File: src/rtl/pe_net_if.sv
// PE-side endpoint of the ring switch's change-detect byte link.
// There is no valid strobe on the link, so any change of the 8-bit bus value
// marks a new word. TX buffers PE payloads and launches them with a rolling
// 2-bit sequence field, which keeps successive words distinct. RX captures
// every observed bus change into a FIFO for the PE.
module pe_net_if #(
    parameter int RANK     = 0,
    parameter int TX_DEPTH = 4,
    parameter int RX_DEPTH = 4,
    parameter int TX_GAP   = 1
) (
    input  logic       clk,
    input  logic       rst_n,
    input  logic       tx_valid,
    output logic       tx_ready,
    input  logic [1:0] tx_dst,
    input  logic [3:0] tx_data,
    output logic [7:0] net_tx,
    input  logic [7:0] net_rx,
    output logic       rx_valid,
    input  logic       rx_ready,
    output logic [7:0] rx_data,
    output logic       rx_overflow,
    output logic       tx_busy
);

    localparam int TAW = $clog2(TX_DEPTH);
    localparam int RAW = $clog2(RX_DEPTH);
    localparam int HW  = (TX_GAP > 1) ? $clog2(TX_GAP) : 1;
    localparam logic [TAW:0]  TX_CNT_MAX = TX_DEPTH[TAW:0];
    localparam logic [RAW:0]  RX_CNT_MAX = RX_DEPTH[RAW:0];
    localparam logic [HW-1:0] HOLD_INIT  = HW'(TX_GAP - 1);

    // RANK only identifies this endpoint on the ring; it never filters traffic.
    // Catch out-of-range parameters at elaboration instead of misbehaving.
    if (RANK < 0 || RANK > 3 || TX_DEPTH < 2 || RX_DEPTH < 2 || TX_GAP < 1 ||
        (TX_DEPTH & (TX_DEPTH - 1)) != 0 || (RX_DEPTH & (RX_DEPTH - 1)) != 0) begin : g_param_chk
        $error("pe_net_if: parameter out of range");
    end

    typedef struct packed {
        logic [1:0] dst;
        logic [3:0] data;
    } tx_ent_t;

    typedef enum logic {S_IDLE, S_HOLD} state_t;

    // ---------------- TX FIFO ----------------
    tx_ent_t        tx_mem [TX_DEPTH];
    logic [TAW-1:0] tx_wr, tx_rd;
    logic [TAW:0]   tx_cnt;
    logic           tx_full, tx_push, launch;
    tx_ent_t        tx_head;

    state_t         state;
    logic [HW-1:0]  hold_cnt;
    logic [1:0]     seq, seq_n;

    assign tx_full  = (tx_cnt == TX_CNT_MAX);
    assign tx_ready = !tx_full;
    assign tx_push  = tx_valid && !tx_full;
    assign tx_head  = tx_mem[tx_rd];
    // A word may launch from IDLE or on the last HOLD cycle; the latter gives
    // exactly TX_GAP cycles per word when the queue stays non-empty.
    assign launch   = (tx_cnt != '0) && (state == S_IDLE || hold_cnt == '0);
    // Sequence skips 00 so the first word after reset differs from net_tx=00h.
    assign seq_n    = (seq == 2'b11) ? 2'b01 : seq + 2'd1;
    assign tx_busy  = (tx_cnt != '0) || (state == S_HOLD);

    // TX storage write; contents are don't-care until the pointers cover them
    always_ff @(posedge clk) begin
        if (tx_push) tx_mem[tx_wr] <= {tx_dst, tx_data};
    end

    // TX pointers and occupancy
    always_ff @(posedge clk or negedge rst_n) begin
        if (!rst_n) begin
            tx_wr  <= '0;
            tx_rd  <= '0;
            tx_cnt <= '0;
        end else begin
            if (tx_push) tx_wr <= tx_wr + 1'b1;
            if (launch)  tx_rd <= tx_rd + 1'b1;
            case ({tx_push, launch})
                2'b10:   tx_cnt <= tx_cnt + 1'b1;
                2'b01:   tx_cnt <= tx_cnt - 1'b1;
                default: tx_cnt <= tx_cnt;
            endcase
        end
    end

    // Launcher FSM: pop, drive the registered word, then hold it TX_GAP cycles
    always_ff @(posedge clk or negedge rst_n) begin
        if (!rst_n) begin
            state    <= S_IDLE;
            hold_cnt <= '0;
            seq      <= 2'b00;
            net_tx   <= 8'h00;
        end else if (launch) begin
            net_tx   <= {seq_n, tx_head.dst, tx_head.data};
            seq      <= seq_n;
            hold_cnt <= HOLD_INIT;
            state    <= S_HOLD;
        end else if (state == S_HOLD) begin
            if (hold_cnt != '0) hold_cnt <= hold_cnt - 1'b1;
            else                state    <= S_IDLE;
        end
    end

    // ---------------- RX detect + FIFO ----------------
    logic [7:0]     rx_mem [RX_DEPTH];
    logic [RAW-1:0] rx_wr, rx_rd;
    logic [RAW:0]   rx_cnt;
    logic [7:0]     rx_prev;
    logic           rx_change, rx_full, rx_pop, rx_push;

    assign rx_valid  = (rx_cnt != '0);
    assign rx_full   = (rx_cnt == RX_CNT_MAX);
    assign rx_change = (net_rx != rx_prev);
    assign rx_pop    = rx_valid && rx_ready;
    // A full FIFO still accepts when the head leaves in the same cycle.
    assign rx_push   = rx_change && (!rx_full || rx_pop);
    assign rx_data   = rx_valid ? rx_mem[rx_rd] : 8'h00;

    // RX storage write
    always_ff @(posedge clk) begin
        if (rx_push) rx_mem[rx_wr] <= net_rx;
    end

    // Change tracking, RX pointers/occupancy and sticky overflow
    always_ff @(posedge clk or negedge rst_n) begin
        if (!rst_n) begin
            rx_prev     <= 8'h00;
            rx_wr       <= '0;
            rx_rd       <= '0;
            rx_cnt      <= '0;
            rx_overflow <= 1'b0;
        end else begin
            if (rx_change) rx_prev <= net_rx;
            if (rx_change && !rx_push) rx_overflow <= 1'b1;
            if (rx_push) rx_wr <= rx_wr + 1'b1;
            if (rx_pop)  rx_rd <= rx_rd + 1'b1;
            case ({rx_push, rx_pop})
                2'b10:   rx_cnt <= rx_cnt + 1'b1;
                2'b01:   rx_cnt <= rx_cnt - 1'b1;
                default: rx_cnt <= rx_cnt;
            endcase
        end
    end

endmodule

File: config.mk
export PLATFORM = sky130hd
export DESIGN_NAME = pe_net_if
export DESIGN_NICKNAME = d
export VERILOG_FILES = /design/src/rtl/pe_net_if.sv
export SDC_FILE = /design/constraint.sdc
export NUM_CORES = 1
export LEC_CHECK = 0
export ABC_AREA = 1
export CORE_ASPECT_RATIO = 0.6
export CORE_UTILIZATION = 60
export DETAILED_ROUTE_END_ITERATION = 8
export PLACE_DENSITY = 0.95
export SYNTH_ARGS = -nofsm -noshare
export SYNTH_HDL_FRONTEND = slang
export SYNTH_SLANG_ARGS = --single-unit
File: constraint.sdc
create_clock -name clk -period 3.2 [get_ports clk]
set_clock_uncertainty 0.1 [all_clocks]
set_input_delay 0.8 -clock clk [delete_from_list [all_inputs] [get_ports clk]]
set_output_delay 0.8 -clock clk [all_outputs]
set_load 0.005 [all_outputs]
==> impl_results.md <==
- Status: finished clean
- Net Count, Synth: 353
- RSZ-0062 raised after global routing: no
- Drt pass-1 iters: 5
- Chip height: 63.1 µm
- CP max FO: 19
- Core area: 0.00578 mm²
- Reg area: 0.00248 mm²
- I/O Pins: 38
- Antenna Nets Post-Route: 0
- Setup CP Type: reg2out
- Library cells used by synthesis: 27
- GP Congestion: 0.796
- Clk root buf: clkbuf_8
- # setup viols final: 0
- Hpwl dp: 5.27 mm
- WP buf/inv: 1
- Avg Inst Size Synth: 11.6 µm²
- Hold Crit Class: reg2reg
- Crit path cell chain: nor2_1 > nor2_1 > o21ai_1 > a21oi_1 > clkdlybuf4s50_1
- DR WL/cell: 18.6 µm
- CP peak stage delay: 0.63 ns
- Row Count: 21
- Slowest cell on crit path: dfrtp_2
- Post-synthesis register bit count: 88
- Grt ovf: 0
- CTS tree: done
- Comb power frac: 0.381
- Max_slew headroom: 0.595
- Buffers on Ports: 37
- Period utilisation layout: 0.962
- Antenna Cells: 0
- DR vias: 2539
- Initial Util: 0.646
- Vias in the first global route: 2428
- Initial antenna violation count: 0
- Internal cell power: 2720 µW
- Startpoint Class: flop
- CTS H-tree depth: 3
- Net Switching: 1580 µW
- CP endpoint kind: primary output
- Most frequent cell on the critical path: nor2_1
- Via/cell ratio: 5.64
- Setup TNS: 0 ns
- Worst-margin pin slew: 0.605 ns
- Multi-input gate area: 0.00104 mm²
- Clock power frac: 0.177
- Worst path top cell family by delay: flip-flops
- Mapped Cells: 322
- Sequential power share: 0.441
- Register area share after synthesis: 0.665
- FMAX: 325 MHz
- Max VDD drop: 469 µV
- Count of hold-fix buffers inserted at cts: 0
- Net switching fraction of the power: 0.367
- Clk sinks: 88
- Clock buffer depth: 2
- Area grow syn2layout: 17.7%
- DRT iter0 DRCs: 270
- Most frequent cells in the layout: nor2_1, edfxtp_1, clkdlybuf4s50_1
- GRT Util Overall: 0.275
- Leak pwr: 0.00175 µW
- YS warnings: 0
- Commonest non-fill, non-tap cell in the layout: nor2_1
- Die Width: 104 µm
- Final hold viol count: 0
- Fin. max-slew vios: 0
- Crit path required time: 2.30 ns
- Clk Latency, worst-skew pair: 0.36 ns
- Num CTS Buffers: 9
- MaxCap Viol Count: 0
- Clock slew at reported path FFs: 0.08 ns
- Fill cells: 341
- First-pass GRT wire length: 13.1 mm
- Final core utilization: 0.760
- Worst endpoint data arrival time: 2.18 ns
- Post-Syn Area: 0.00373 mm²
- Nets@finish: 396
- Pin count of the biggest net entering global routing: 33
- Die area: 0.00655 mm²
- # DRC: 0
- Total wire length: 8.36 mm
- Pwr dens: 977 mW/mm²
- Minimum clock period: 3.08 ns
- Layout cells sized above 1: 0.119
[area by class of cell]
class,instances,area share
Inverter,31,0.0265
Tap cell,80,0.0228
Sequential cell,88,0.565
Clock buffer,12,0.0330
Timing Repair Buffer,48,0.103
Clock inverter,4,0.0117
Multi-Input combinational cell,187,0.238
[power by group through the flow]
stage / Clock, µW / Sequential (µW) / Combinational [µW]
5_1_grt: 812 / 1920 / 1790
6_report: 761 / 1890 / 1640
2_1_floorplan: 0 / 1770 / 1010
4_1_cts: 772 / 1880 / 1630
3_3_place_gp: 0 / 1860 / 1470
3_5_place_dp: 0 / 1900 / 1570
[cell families (layout without fill, tap and decap cells)]
| group | Yosys count | after routing | share of synthesized area |
|---|---|---|---|
| simple gates | 108 | 108 | 0.123 |
| flops | 88 | 88 | 0.665 |
| compound gates | 51 | 51 | 0.0710 |
| buf+inv | 47 | 95 | 0.0553 |
| xor+xnor | 14 | 14 | 0.0349 |
| fa+ha+maj | 13 | 13 | 0.0476 |
| mux | 1 | 1 | 0.00302 |
[metal layers]
| metal | vias up | share of wire | track usage |
|---|---|---|---|
| li1 | 1137 | - | - |
| met1 | 1228 | 0.43 | 0.386 |
| met2 | 160 | 0.47 | 0.423 |
| met3 | 14 | 0.091 | 0.0756 |
| met4 | 0 | 0.013 | 0.0875 |
| met5 | - | 0 | 0 |
[metrics by stage]
step	instances	instance area (µm²)	power, µW	hold slack, ns	worst slack [ns]
after floorplan	322	3730	2780	0.351	0.782
after global placement	434	4200	3330	0.382	0.106
after detailed placement	434	4200	3470	0.396	-0.0411
after CTS	450	4390	4280	0.410	0.149
after global routing	450	4400	4530	0.435	0.0491
final	450	4400	4290	0.417	0.120
[cell usage after synthesis, drive strengths merged]
cell type | number | share of area
o21ai | 31 | 0.042
a31oi | 6 | 0.010
nand3 | 2 | 0.0027
fa | 2 | 0.011
a21oi | 13 | 0.017
a21o | 1 | 0.0020
inv | 31 | 0.031
buf | 8 | 0.016
or2 | 1 | 0.0017
nand2 | 26 | 0.032
dfrtp | 32 | 0.21
ha | 11 | 0.037
mux2 | 1 | 0.0030
edfxtp | 56 | 0.45
nor3 | 1 | 0.0044
clkbuf | 8 | 0.0080
xnor2 | 7 | 0.016
nor2 | 78 | 0.082
xor2 | 7 | 0.018
[sequential cells by signal, indices dropped and copies added (netlist names)]
register,cells
tx_wr,2
state,1
rx_wr,2
net_tx,6
rx_prev,8
seq,2
rx_rd,2
tx_rd,2
rx_overflow,1
rx_cnt,3
rx_mem,32
tx_mem,24
tx_cnt,3
[worst paths after layout]
path                                   startpoint                    end  slack, ns  cells past startpoint
setup / recovery             rx_rd[0]$_DFFE_PN0P_             rx_data[3]       0.12                      5
setup reg to reg           rx_prev[7]$_DFFE_PN0P_  rx_cnt[2]$_DFFE_PN0P_       0.88                     11
hold reg to reg             rx_cnt[0]$_DFFE_PN0P_  rx_cnt[0]$_DFFE_PN0P_       0.42                      1
min in group asynchronous                   rst_n  net_tx[1]$_DFFE_PN0P_       0.75                      2
hold / removal              rx_cnt[0]$_DFFE_PN0P_  rx_cnt[0]$_DFFE_PN0P_       0.42                      1
max in group asynchronous                   rst_n   rx_rd[1]$_DFFE_PN0P_       1.90                      2
[what timing repair did]
| action | 4_1_cts | 5_1_grt |
|---|---|---|
| gates resized for setup | 1 | 1 |
| setup buffers | 0 | 0 |
| pin swaps | 0 | 0 |
| endpoints found under the setup margin | 3 | 1 |
Power figures use the tool's default switching activity.
